File: config.mk
export PLATFORM = sky130hd
export DESIGN_NAME = axi_sram_slave_flat
export DESIGN_NICKNAME = d
export VERILOG_FILES = /design/src/rtl/axi_sram_slave_if.sv /design/src/rtl/axi_sram_slave.sv /design/src/flat_wrapper.sv
export SDC_FILE = /design/constraint.sdc
export NUM_CORES = 1
export LEC_CHECK = 0
export ABC_AREA = 0
export BUFFER_PORTS_ARGS = -buffer_cell sky130_fd_sc_hd__buf_2
export CORE_MARGIN = 2
export CORE_UTILIZATION = 37
export CTS_CLUSTER_SIZE = 24
export DETAILED_ROUTE_END_ITERATION = 10
export PLACE_DENSITY_LB_ADDON = 0.25
export SLEW_MARGIN = 20
export SYNTH_ARGS = -nofsm -noshare
export SYNTH_HDL_FRONTEND = slang
export SYNTH_SLANG_ARGS = --single-unit
File: constraint.sdc
create_clock -name aclk -period 4.8 [get_ports aclk]
set_input_delay 0.24 -clock aclk [delete_from_list [all_inputs] [get_ports aclk]]
set_output_delay 0.24 -clock aclk [all_outputs]
set_load 0.005 [all_outputs]
File: src/rtl/axi_sram_slave_if.sv
// axi_sram_slave_if: AXI3 read/write channel bundle between bridge master and SRAM slave
interface axi_sram_slave_if;
    logic [3:0]  arid;
    logic [31:0] araddr;
    logic [7:0]  arlen;
    logic [2:0]  arsize;
    logic [1:0]  arburst;
    logic        arvalid;
    logic        arready;
    logic [3:0]  rid;
    logic [31:0] rdata;
    logic [1:0]  rresp;
    logic        rlast;
    logic        rvalid;
    logic        rready;
    logic [3:0]  awid;
    logic [31:0] awaddr;
    logic [7:0]  awlen;
    logic [2:0]  awsize;
    logic [1:0]  awburst;
    logic        awvalid;
    logic        awready;
    logic [3:0]  wid;
    logic [31:0] wdata;
    logic [3:0]  wstrb;
    logic        wlast;
    logic        wvalid;
    logic        wready;
    logic [3:0]  bid;
    logic [1:0]  bresp;
    logic        bvalid;
    logic        bready;
    modport master (
        output arid, araddr, arlen, arsize, arburst, arvalid, rready,
        output awid, awaddr, awlen, awsize, awburst, awvalid,
        output wid, wdata, wstrb, wlast, wvalid, bready,
        input  arready, rid, rdata, rresp, rlast, rvalid, awready, wready, bid, bresp, bvalid
    );
    modport slave (
        input  arid, araddr, arlen, arsize, arburst, arvalid, rready,
        input  awid, awaddr, awlen, awsize, awburst, awvalid,
        input  wid, wdata, wstrb, wlast, wvalid, bready,
        output arready, rid, rdata, rresp, rlast, rvalid, awready, wready, bid, bresp, bvalid
    );
endinterface

File: src/rtl/axi_sram_slave.sv
// axi_sram_slave: single-transaction AXI3 slave over a 1-cycle-latency SRAM
// Define AXI_SLV_STALL_EN to add LFSR-driven ready stalls and deferred rvalid.
module axi_sram_slave #(
    parameter int          ADDR_W    = 16,
    parameter logic [7:0]  LFSR_SEED = 8'hA5
) (
    input  logic              aclk,
    input  logic              areset,
    axi_sram_slave_if.slave   axi,
    output logic              ram_en,
    output logic [3:0]        ram_we,
    output logic [ADDR_W-1:0] ram_addr,
    output logic [31:0]       ram_wdata,
    input  logic [31:0]       ram_rdata
);
    typedef enum logic [2:0] {IDLE, RD_ISSUE, RD_WAIT, RD_SEND, WR_DATA, WR_RESP} state_t;
    state_t      state;
    logic [3:0]  id;
    logic [31:0] addr;
    logic [7:0]  len;
    logic [7:0]  beat_cnt;
    logic [2:0]  size;
    logic [1:0]  burst;
    logic [7:0]  lfsr;
    logic        stall;
    logic        bad;
    logic        ar_hs;
    logic        aw_hs;
    logic        w_hs;
    logic        r_hs;
    logic        b_hs;
    logic [31:0] next_addr;

    always_ff @(posedge aclk)
        lfsr <= areset ? LFSR_SEED : {lfsr[6:0], lfsr[7] ^ lfsr[5] ^ lfsr[4] ^ lfsr[3]};

`ifdef AXI_SLV_STALL_EN
    assign stall = lfsr[0];
`else
    assign stall = 1'b0;
`endif

    // WRAP and the reserved encoding share burst[1]=1 and are both rejected
    assign bad       = burst[1];
    assign next_addr = burst == 2'b01 ? addr + (32'd1 << size) : addr;

    assign axi.awready = state == IDLE && !areset && !stall;
    assign axi.arready = state == IDLE && !areset && !stall && !axi.awvalid;
    assign axi.wready  = state == WR_DATA && !areset && !stall;

    assign aw_hs = axi.awvalid && axi.awready;
    assign ar_hs = axi.arvalid && axi.arready;
    assign w_hs  = axi.wvalid && axi.wready;
    assign r_hs  = axi.rvalid && axi.rready;
    assign b_hs  = axi.bvalid && axi.bready;

    assign ram_en    = state == RD_ISSUE || w_hs;
    assign ram_we    = w_hs && !bad ? axi.wstrb : 4'd0;
    assign ram_addr  = addr[ADDR_W+1:2];
    assign ram_wdata = axi.wdata;

    always_ff @(posedge aclk) begin
        if (areset) begin
            state      <= IDLE;
            id         <= '0;
            addr       <= '0;
            len        <= '0;
            size       <= '0;
            burst      <= '0;
            beat_cnt   <= '0;
            axi.rvalid <= 1'b0;
            axi.rid    <= '0;
            axi.rdata  <= '0;
            axi.rresp  <= '0;
            axi.rlast  <= 1'b0;
            axi.bvalid <= 1'b0;
            axi.bid    <= '0;
            axi.bresp  <= '0;
        end else begin
            case (state)
                IDLE: begin
                    if (aw_hs || ar_hs) begin
                        id       <= aw_hs ? axi.awid    : axi.arid;
                        addr     <= aw_hs ? axi.awaddr  : axi.araddr;
                        len      <= aw_hs ? axi.awlen   : axi.arlen;
                        size     <= aw_hs ? axi.awsize  : axi.arsize;
                        burst    <= aw_hs ? axi.awburst : axi.arburst;
                        beat_cnt <= '0;
                        state    <= aw_hs ? WR_DATA : RD_ISSUE;
                    end
                end
                RD_ISSUE: state <= RD_WAIT;
                RD_WAIT: begin
                    axi.rdata  <= bad ? 32'd0 : ram_rdata;
                    axi.rresp  <= bad ? 2'b10 : 2'b00;
                    axi.rlast  <= beat_cnt == len;
                    axi.rid    <= id;
                    axi.rvalid <= !stall;
                    state      <= RD_SEND;
                end
                RD_SEND: begin
                    if (r_hs) begin
                        axi.rvalid <= 1'b0;
                        beat_cnt   <= beat_cnt + 8'd1;
                        addr       <= next_addr;
                        state      <= axi.rlast ? IDLE : RD_ISSUE;
                    end else if (!stall) begin
                        axi.rvalid <= 1'b1;
                    end
                end
                WR_DATA: begin
                    // wlast alone ends the burst; a length mismatch only taints bresp
                    if (w_hs) begin
                        addr     <= next_addr;
                        beat_cnt <= beat_cnt + 8'd1;
                        if (axi.wlast) begin
                            axi.bvalid <= 1'b1;
                            axi.bid    <= id;
                            axi.bresp  <= bad || beat_cnt != len ? 2'b10 : 2'b00;
                            state      <= WR_RESP;
                        end
                    end
                end
                WR_RESP: begin
                    if (b_hs) begin
                        axi.bvalid <= 1'b0;
                        state      <= IDLE;
                    end
                end
                default: state <= IDLE;
            endcase
        end
    end
endmodule

File: src/flat_wrapper.sv
// flat-port wrapper written by rule: the top's interface ports become plain ports
module axi_sram_slave_flat 
#(
    parameter int          ADDR_W    = 16,
    parameter logic [7:0]  LFSR_SEED = 8'hA5
)
  (aclk, areset, ram_en, ram_we, ram_addr, ram_wdata, ram_rdata, axi_arid, axi_araddr, axi_arlen, axi_arsize, axi_arburst, axi_arvalid, axi_rready, axi_awid, axi_awaddr, axi_awlen, axi_awsize, axi_awburst, axi_awvalid, axi_wid, axi_wdata, axi_wstrb, axi_wlast, axi_wvalid, axi_bready, axi_arready, axi_rid, axi_rdata, axi_rresp, axi_rlast, axi_rvalid, axi_awready, axi_wready, axi_bid, axi_bresp, axi_bvalid);
  axi_sram_slave_if axi_i ();
  input  logic aclk;
  input  logic areset;
  output logic ram_en;
  output logic [3:0] ram_we;
  output logic [ADDR_W-1:0] ram_addr;
  output logic [31:0] ram_wdata;
  input  logic [31:0] ram_rdata;
  input wire logic [$bits(axi_i.arid)-1:0] axi_arid;
  input wire logic [$bits(axi_i.araddr)-1:0] axi_araddr;
  input wire logic [$bits(axi_i.arlen)-1:0] axi_arlen;
  input wire logic [$bits(axi_i.arsize)-1:0] axi_arsize;
  input wire logic [$bits(axi_i.arburst)-1:0] axi_arburst;
  input wire logic [$bits(axi_i.arvalid)-1:0] axi_arvalid;
  input wire logic [$bits(axi_i.rready)-1:0] axi_rready;
  input wire logic [$bits(axi_i.awid)-1:0] axi_awid;
  input wire logic [$bits(axi_i.awaddr)-1:0] axi_awaddr;
  input wire logic [$bits(axi_i.awlen)-1:0] axi_awlen;
  input wire logic [$bits(axi_i.awsize)-1:0] axi_awsize;
  input wire logic [$bits(axi_i.awburst)-1:0] axi_awburst;
  input wire logic [$bits(axi_i.awvalid)-1:0] axi_awvalid;
  input wire logic [$bits(axi_i.wid)-1:0] axi_wid;
  input wire logic [$bits(axi_i.wdata)-1:0] axi_wdata;
  input wire logic [$bits(axi_i.wstrb)-1:0] axi_wstrb;
  input wire logic [$bits(axi_i.wlast)-1:0] axi_wlast;
  input wire logic [$bits(axi_i.wvalid)-1:0] axi_wvalid;
  input wire logic [$bits(axi_i.bready)-1:0] axi_bready;
  output wire logic [$bits(axi_i.arready)-1:0] axi_arready;
  output wire logic [$bits(axi_i.rid)-1:0] axi_rid;
  output wire logic [$bits(axi_i.rdata)-1:0] axi_rdata;
  output wire logic [$bits(axi_i.rresp)-1:0] axi_rresp;
  output wire logic [$bits(axi_i.rlast)-1:0] axi_rlast;
  output wire logic [$bits(axi_i.rvalid)-1:0] axi_rvalid;
  output wire logic [$bits(axi_i.awready)-1:0] axi_awready;
  output wire logic [$bits(axi_i.wready)-1:0] axi_wready;
  output wire logic [$bits(axi_i.bid)-1:0] axi_bid;
  output wire logic [$bits(axi_i.bresp)-1:0] axi_bresp;
  output wire logic [$bits(axi_i.bvalid)-1:0] axi_bvalid;
  assign axi_i.arid = axi_arid;
  assign axi_i.araddr = axi_araddr;
  assign axi_i.arlen = axi_arlen;
  assign axi_i.arsize = axi_arsize;
  assign axi_i.arburst = axi_arburst;
  assign axi_i.arvalid = axi_arvalid;
  assign axi_i.rready = axi_rready;
  assign axi_i.awid = axi_awid;
  assign axi_i.awaddr = axi_awaddr;
  assign axi_i.awlen = axi_awlen;
  assign axi_i.awsize = axi_awsize;
  assign axi_i.awburst = axi_awburst;
  assign axi_i.awvalid = axi_awvalid;
  assign axi_i.wid = axi_wid;
  assign axi_i.wdata = axi_wdata;
  assign axi_i.wstrb = axi_wstrb;
  assign axi_i.wlast = axi_wlast;
  assign axi_i.wvalid = axi_wvalid;
  assign axi_i.bready = axi_bready;
  assign axi_arready = axi_i.arready;
  assign axi_rid = axi_i.rid;
  assign axi_rdata = axi_i.rdata;
  assign axi_rresp = axi_i.rresp;
  assign axi_rlast = axi_i.rlast;
  assign axi_rvalid = axi_i.rvalid;
  assign axi_awready = axi_i.awready;
  assign axi_wready = axi_i.wready;
  assign axi_bid = axi_i.bid;
  assign axi_bresp = axi_i.bresp;
  assign axi_bvalid = axi_i.bvalid;
  axi_sram_slave #(.ADDR_W(ADDR_W), .LFSR_SEED(LFSR_SEED)) u_core (.aclk(aclk), .areset(areset), .axi(axi_i), .ram_en(ram_en), .ram_we(ram_we), .ram_addr(ram_addr), .ram_wdata(ram_wdata), .ram_rdata(ram_rdata));
endmodule
### Word-level counts from Yosys, hierarchy flattened

Cells that the tools add are included.

| storage, ports and cells | value |
|---|---|
| bits in registers | 107 |

| cells by class | value |
|---|---|
| $add $sub $neg | 2 |
| equality and inequality tests | 13 |
| shifts and indexed selects | 1 |
| muxes and demuxes | 32 |
| reductions and logical operators | 24 |

Operators by type and width:

| kind | count |
|---|---|
| 32-bit 2-to-1 mux | 6 |
| 32-bit case mux with 3 select lines | 1 |
| 32-bit adder | 1 |
| 8-bit 2-to-1 mux | 4 |
| 1-bit by 3-bit left shift with 32-bit output, first input constant | 1 |
| 8-bit case mux with 3 select lines | 1 |
| 3-bit 2-to-1 mux | 7 |
| 3-bit case mux with 6 select lines | 1 |
| 1-bit logical AND | 9 |
| 8-bit by 1-bit adder with 8-bit output, second input constant | 1 |
| 8-bit == test | 1 |
| 4-bit 2-to-1 mux | 2 |
| 8-bit != test | 1 |
| 4-bit AND reduction | 2 |
| 3-bit by 2-bit == test with 1-bit output, second input constant | 2 |
| 3-bit == test, second input constant | 2 |
| 2-bit 2-to-1 mux | 3 |
| 2-bit by 1-bit != test with 1-bit output, second input constant | 3 |
| 1-bit 2-to-1 mux | 5 |
| 5-bit AND reduction | 1 |
| 2-bit != test, second input constant | 2 |
| 1-bit case mux with 2 select lines | 2 |
| 2-bit nonzero test | 2 |
| 3-bit by 1-bit == test with 1-bit output, second input constant | 1 |
| 7 further kinds | 11 |

### Logic depth before layout (Yosys ltp)

| logic depth | value |
|---|---|
| word-level depth | 7 |
| mapped depth | 11 |
| mapped depth without buffers | 10 |

### Worst setup path before layout

No wires, ideal clock.

| path | value |
|---|---|
| path type | register -> register |
| start | register u_core.size[2] |
| end | register u_core.addr[17] |
| setup time | 0.095 ns |
| arrival time | 2.406 ns |
| path slack | 2.299 ns |
| stages on the path, launching flop included | 10 |
| path buffers | 1 |
| path through | dfxtp_1 > clkbuf_1 > and3b_1 > ha_1 > and2_1 > a221oi_1 > a21oi_1 > o211a_1 > a31o_2 > a221oi_1 |

| on the way | value |
|---|---|
| word-level cells in the longest chain between the ends | 5 |

Ends and longest elaborated chain:

| what | RTL line | text |
|---|---|---|
| from (decl) | axi_sram_slave.sv:22 | `logic [2:0] size;` |
| from (signal assigned) | axi_sram_slave.sv:86 | `size <= aw_hs ? axi.awsize : axi.arsize;` |
| 1-bit by 3-bit left shift with 32-bit output (*) | axi_sram_slave.sv:45 | `assign next_addr = burst == 2'b01 ? addr + (32'd1 << size) : addr;` |
| 32-bit adder (*) | axi_sram_slave.sv:45 |  |
| 32-bit 2-to-1 mux (*) | axi_sram_slave.sv:45 |  |
| 32-bit 2-to-1 mux (on tied branches) | axi_sram_slave.sv:113, axi_sram_slave.sv:102 |  |
| 32-bit case mux with 3 select lines (*) | axi_sram_slave.sv:80 | `case (state)` |
| to (signal assigned) | axi_sram_slave.sv:84 | `addr <= aw_hs ? axi.awaddr : axi.araddr;` |
| to (signal assigned) | axi_sram_slave.sv:105 | `addr <= next_addr;` |
| to (signal assigned) | axi_sram_slave.sv:114 | `addr <= next_addr;` |
| to (decl) | axi_sram_slave.sv:19 | `logic [31:0] addr;` |

Every way passes the cells marked *; elsewhere a longest branch is shown, timed or not. The select of a mux whose other input is x is not followed.
A chain may end at the register's enable or synchronous reset.

### Worst setup path in the final report

| path | value |
|---|---|
| start | register u_core.size[2] |
| end | register u_core.addr[7] |

The elaborated chain is that of the path after synthesis.

==> results.txt <==
* Xor and xnor area share after synthesis: 3.07%
* YS warnings: 0
- A synthesized cell averages 7.91 um2.
- Counting instances, the worst hold path has a depth of 3.
- Outcome: complete, no violations
- Static leakage power: approximately 2.9 nW
* Total global routing overflow: 0
- The endpoint identified for the worst register-to-register timing path is u_core.addr[7]$_SDFFE_PP0P_.
* Sequential fraction of the synthesis area: between 30 and 40%
- Area grow syn2layout: 18.2%
- The number of antenna violations at the first check in global routing was 0.
* Power per standard cell area: 459 nW/um2
- For this design, the CTS-stage hold fixing added 0 buffers.
- Fin nets: 939
* Number of buffers added on ports: 182
- Multiplexer fraction of the synthesized cell area: 3.31%
* Iteration count of the initial detailed-routing pass: 4
* Number of antenna cells inserted: 0
* Number of max-slew violations in the final report: 0
- Initial core utilization: 37.5%
* Clock buffer depth: 2
- The tightest min-delay check is of the input port to flip-flop type.
* Sum of negative setup slack: 0 ps
- Vertical extent of the die: 122 um
- Max-slew headroom at the worst pin: a little under two fifths
* Max Fclk: 0.353 GHz
- In this run the number of H-tree levels came out at 3.
- Top cells by instance count after synthesis: sky130_fd_sc_hd__dfxtp_1 (91), sky130_fd_sc_hd__a21oi_1 (63), sky130_fd_sc_hd__nor2_1 (63)
- Required time of the critical path: a little over 5000 ps
- For this block, the via count after detailed routing is between 4000 and 5000.
- For this run, asynchronously set or reset flops after synthesis account for 0%.
- Combinational Power Share: 35.3%
* Proportion of layout cells with a drive suffix above 1: 27.9%
* Area of the die: 14900 um2
* Count of max-cap constraint violations: 0
- CTS tree: built
* Number of buffers inserted by post-CTS setup repair: 0
* Critical-path cell with the highest stage delay: sky130_fd_sc_hd__a2111oi_0
* Final-report setup violation count: 0
- Of the total power, registers draw approximately 38%.
- At the worst endpoint, the arrival time is 3120 ps.
* Clock transition time at the flip-flop clock pins of the worst setup and hold paths: 60 ps
- Total DRC errors in the routed layout: 0
* Worst-margin pin slew: roughly 940 ps
- Hold Startpoint: axi_awlen[2]
- The completed layout was analyzed and its total power is 2.79 mW.
- Setup repair after global routing left no endpoint under its margin.
- Via count of the first global-routing pass: 4534
- The setup path with the least slack is of type flip-flop to flip-flop.
* Fraction of synthesized cell area taken by the top area cell type: between 30 and 40%
- Peak per-stage delay on the critical path: 620 ps
- For this design the total switching power over the nets is 1.04 mW.
* Final worst clock skew: 7.50 ps
- The synthesized netlist devotes between 20% and 30% of its cell area to simple gates.
* TritonCTS Buffers: 9
* DP HPWL: 9830 um
- Number of instances in the synthesized netlist: 650
- Clock Power Share: 27.2%
- Endpoint, Worst Hold: u_core.len[2]$_SDFFE_PP0P_
- The synthesized design contains 91 register bits.
- Ordered cell list for the critical path: nor3b_1 > ha_1 > and2_1 > a221oi_1 > a21boi_0 > a2111oi_0 > o31a_1
- STA classifies the critical path startpoint as a flip-flop.
* Critical Path End Type: flip-flop
* Netlist area before placement: 5140 um2
- Resized cells post-CTS: 0
* First-pass GRT wire length: 21800 um
- Area contributors post-synth: sky130_fd_sc_hd__dfxtp_1 (35%), sky130_fd_sc_hd__buf_4 (7.4%), sky130_fd_sc_hd__a21oi_1 (6.1%), sky130_fd_sc_hd__and3_1 (5.0%), sky130_fd_sc_hd__nor2_1 (4.6%)
- Core area: between 10000 and 15000 um2
- The smallest clock period supported by the final layout is computed as about 2800 ps.
- Summed over all instances, the cell type with the most area after synthesis is sky130_fd_sc_hd__dfxtp_1.
- Root buffer cell: sky130_fd_sc_hd__clkbuf_16
- Synth Flop Type: sky130_fd_sc_hd__dfxtp_1
* Sw Share: between 30% and 40%
- Distinct cells, synth: 57
- The count of final hold-check violations was 0.
- Wirelength, routed: between 10000 and 15000 um
- After synthesis, the largest family of logic cells by area is simple AND/OR/NAND/NOR gates.
- The floorplan step set the die width to 122 um.
* Largest net degree at the start of global routing: 51
- The floorplan has 43 rows.
* Int Pwr: 1.74 mW
- After the first detailed-routing iteration, the DRC count stood at 316.
- The setup check on the worst reg-to-reg path leaves a slack of 1970 ps.
- Dividing the detail-routed wire length by the instance count gives 14.7 um.
- Worst r2r src: u_core.size[2]$_SDFFE_PP0P_
- In this run the count of I/O pins placed on the die edge is 281.
* Cell count of the worst reg-to-reg path: 7
- Global routing consumed, over all layers together, around 18% of the routing resources.
* Highest net fanout along the worst path: 9
- Using the TritonRoute via totals, the vias-per-cell ratio works out to 5.16.
- Counting flops with a built-in enable in the synthesized netlist gives 0.
- Across the VDD grid, the largest voltage drop is 0.209 mV.
- At the end of routability-driven placement, the weighted congestion stood at between 0.8 and 0.9.
- Compound-gate portion of the synthesized area: approximately 18%
- Final antenna-violating net count: 0
- The later pin in the worst-skew pair is clocked with a latency of 350 ps.
- Top-count cell post-synth: sky130_fd_sc_hd__dfxtp_1
- Adder and majority gate portion of the synthesized area: 2.58%
* Number of sinks handled by clock tree synthesis: 91
* Fraction of the cycle the final worst path needs: 59.0%
-- worst max path at each step --
stage	cells after the start	slack, ps	start	end
2_1_floorplan	9	2300	u_core.size[2]$_SDFFE_PP0P_	u_core.addr[17]$_SDFFE_PP0P_
3_3_place_gp	8	2080	u_core.size[2]$_SDFFE_PP0P_	u_core.addr[17]$_SDFFE_PP0P_
6_report	7	1970	u_core.size[2]$_SDFFE_PP0P_	u_core.addr[7]$_SDFFE_PP0P_
3_5_place_dp	8	2010	u_core.size[2]$_SDFFE_PP0P_	u_core.addr[17]$_SDFFE_PP0P_
5_1_grt	7	1770	u_core.size[2]$_SDFFE_PP0P_	u_core.addr[7]$_SDFFE_PP0P_
4_1_cts	8	1980	u_core.size[2]$_SDFFE_PP0P_	u_core.addr[17]$_SDFFE_PP0P_
-- placed cells by master (no fill, tap or decap), types with 4 or more instances in the layout --
master / netlist / layout
sky130_fd_sc_hd__a211oi_1: 4 / 4
sky130_fd_sc_hd__a21oi_1: 63 / 62
sky130_fd_sc_hd__and2_1: 10 / 9
sky130_fd_sc_hd__and3_1: 41 / 41
sky130_fd_sc_hd__buf_2: 10 / 182
sky130_fd_sc_hd__clkbuf_16: 0 / 9
sky130_fd_sc_hd__dfxtp_1: 91 / 91
sky130_fd_sc_hd__ha_1: 9 / 9
sky130_fd_sc_hd__inv_1: 8 / 8
sky130_fd_sc_hd__mux2i_1: 17 / 17
sky130_fd_sc_hd__nand2_1: 60 / 59
sky130_fd_sc_hd__nand2b_1: 4 / 4
sky130_fd_sc_hd__nand3_1: 17 / 17
sky130_fd_sc_hd__nand3b_1: 17 / 17
sky130_fd_sc_hd__nand4_1: 6 / 6
sky130_fd_sc_hd__nor2_1: 63 / 63
sky130_fd_sc_hd__nor2b_1: 6 / 6
sky130_fd_sc_hd__nor3_1: 17 / 17
sky130_fd_sc_hd__nor3b_1: 4 / 4
sky130_fd_sc_hd__o21a_1: 5 / 5
sky130_fd_sc_hd__o21ai_0: 37 / 37
sky130_fd_sc_hd__o22ai_1: 11 / 11
sky130_fd_sc_hd__xnor2_1: 12 / 12
sky130_fd_sc_hd__xor2_1: 6 / 6
-- layer usage --
metal	GRT usage [%]	part of all wire, %	up-vias
li1	-	-	2433
met1	21.9	44	2230
met2	30.9	48	132
met3	4.26	5.6	32
met4	9.27	3.1	0
met5	0	0	-
-- logic make-up after synthesis --
family                   after synthesis
AND/OR/NAND/NOR                      257
adder cells (fa/ha/maj)               10
buffers and inverters                104
multiplexers                          17
AO/OA/AOI/OAI                        152
flip-flops                            91
XOR/XNOR                              18
other                                  1
-- critical path: cells and delay by family, from the launching register on --
kind / cells / cell delay (ps)
compound gates: 4 / 1570
fa+ha+maj: 1 / 300
flops: 1 / 470
simple gates: 2 / 430
-- metrics by stage --
stage                     util, %  area, um2  hold slack, ps  setup slack [ps]  instances
after global placement       41.8       5740             445              2080        920
after CTS                    44.1       6060             154              1980        936
after floorplan                 -       5140             424              2300        651
after detailed placement     41.8       5740             447              2010        920
after global routing         44.3       6070             186              1770        936
final                        44.3       6070             167              1970        936
-- power by group through the flow --
stage / registers (mW) / clock network (mW) / logic [mW]
final: 1.05 / 0.757 / 0.983
after global routing: 1.07 / 0.808 / 1.12
after CTS: 1.04 / 0.773 / 0.989
after detailed placement: 1.06 / 0 / 0.982
after global placement: 1.05 / 0 / 0.956
after floorplan: 1.01 / 0 / 0.814
-- registers in the layout, indices dropped and copies added (netlist names) --
name,cells
u_core.axi.rdata,32
u_core.axi.bid,4
u_core.id,4
u_core.axi.bresp,1
u_core.axi.rid,4
u_core.size,3
u_core.axi.bvalid,1
u_core.axi.rlast,1
u_core.addr,18
u_core.len,8
u_core.state,3
u_core.burst,2
u_core.axi.rresp,1
u_core.axi.rvalid,1
u_core.beat_cnt,8
-- layout make-up --
| class | count | area, um2 |
|---|---|---|
| fillers | 1393 | 7650 |
| multi-input cells | 456 | 2750 |
| flip-flops and latches | 91 | 1820 |
| repair buffers | 185 | 933 |
| clock buffers | 11 | 253 |
| well taps | 180 | 225 |
| clock inverters | 5 | 65.1 |
| inverters | 8 | 30.0 |
Note: power is estimated with default switching activity, not from simulation.
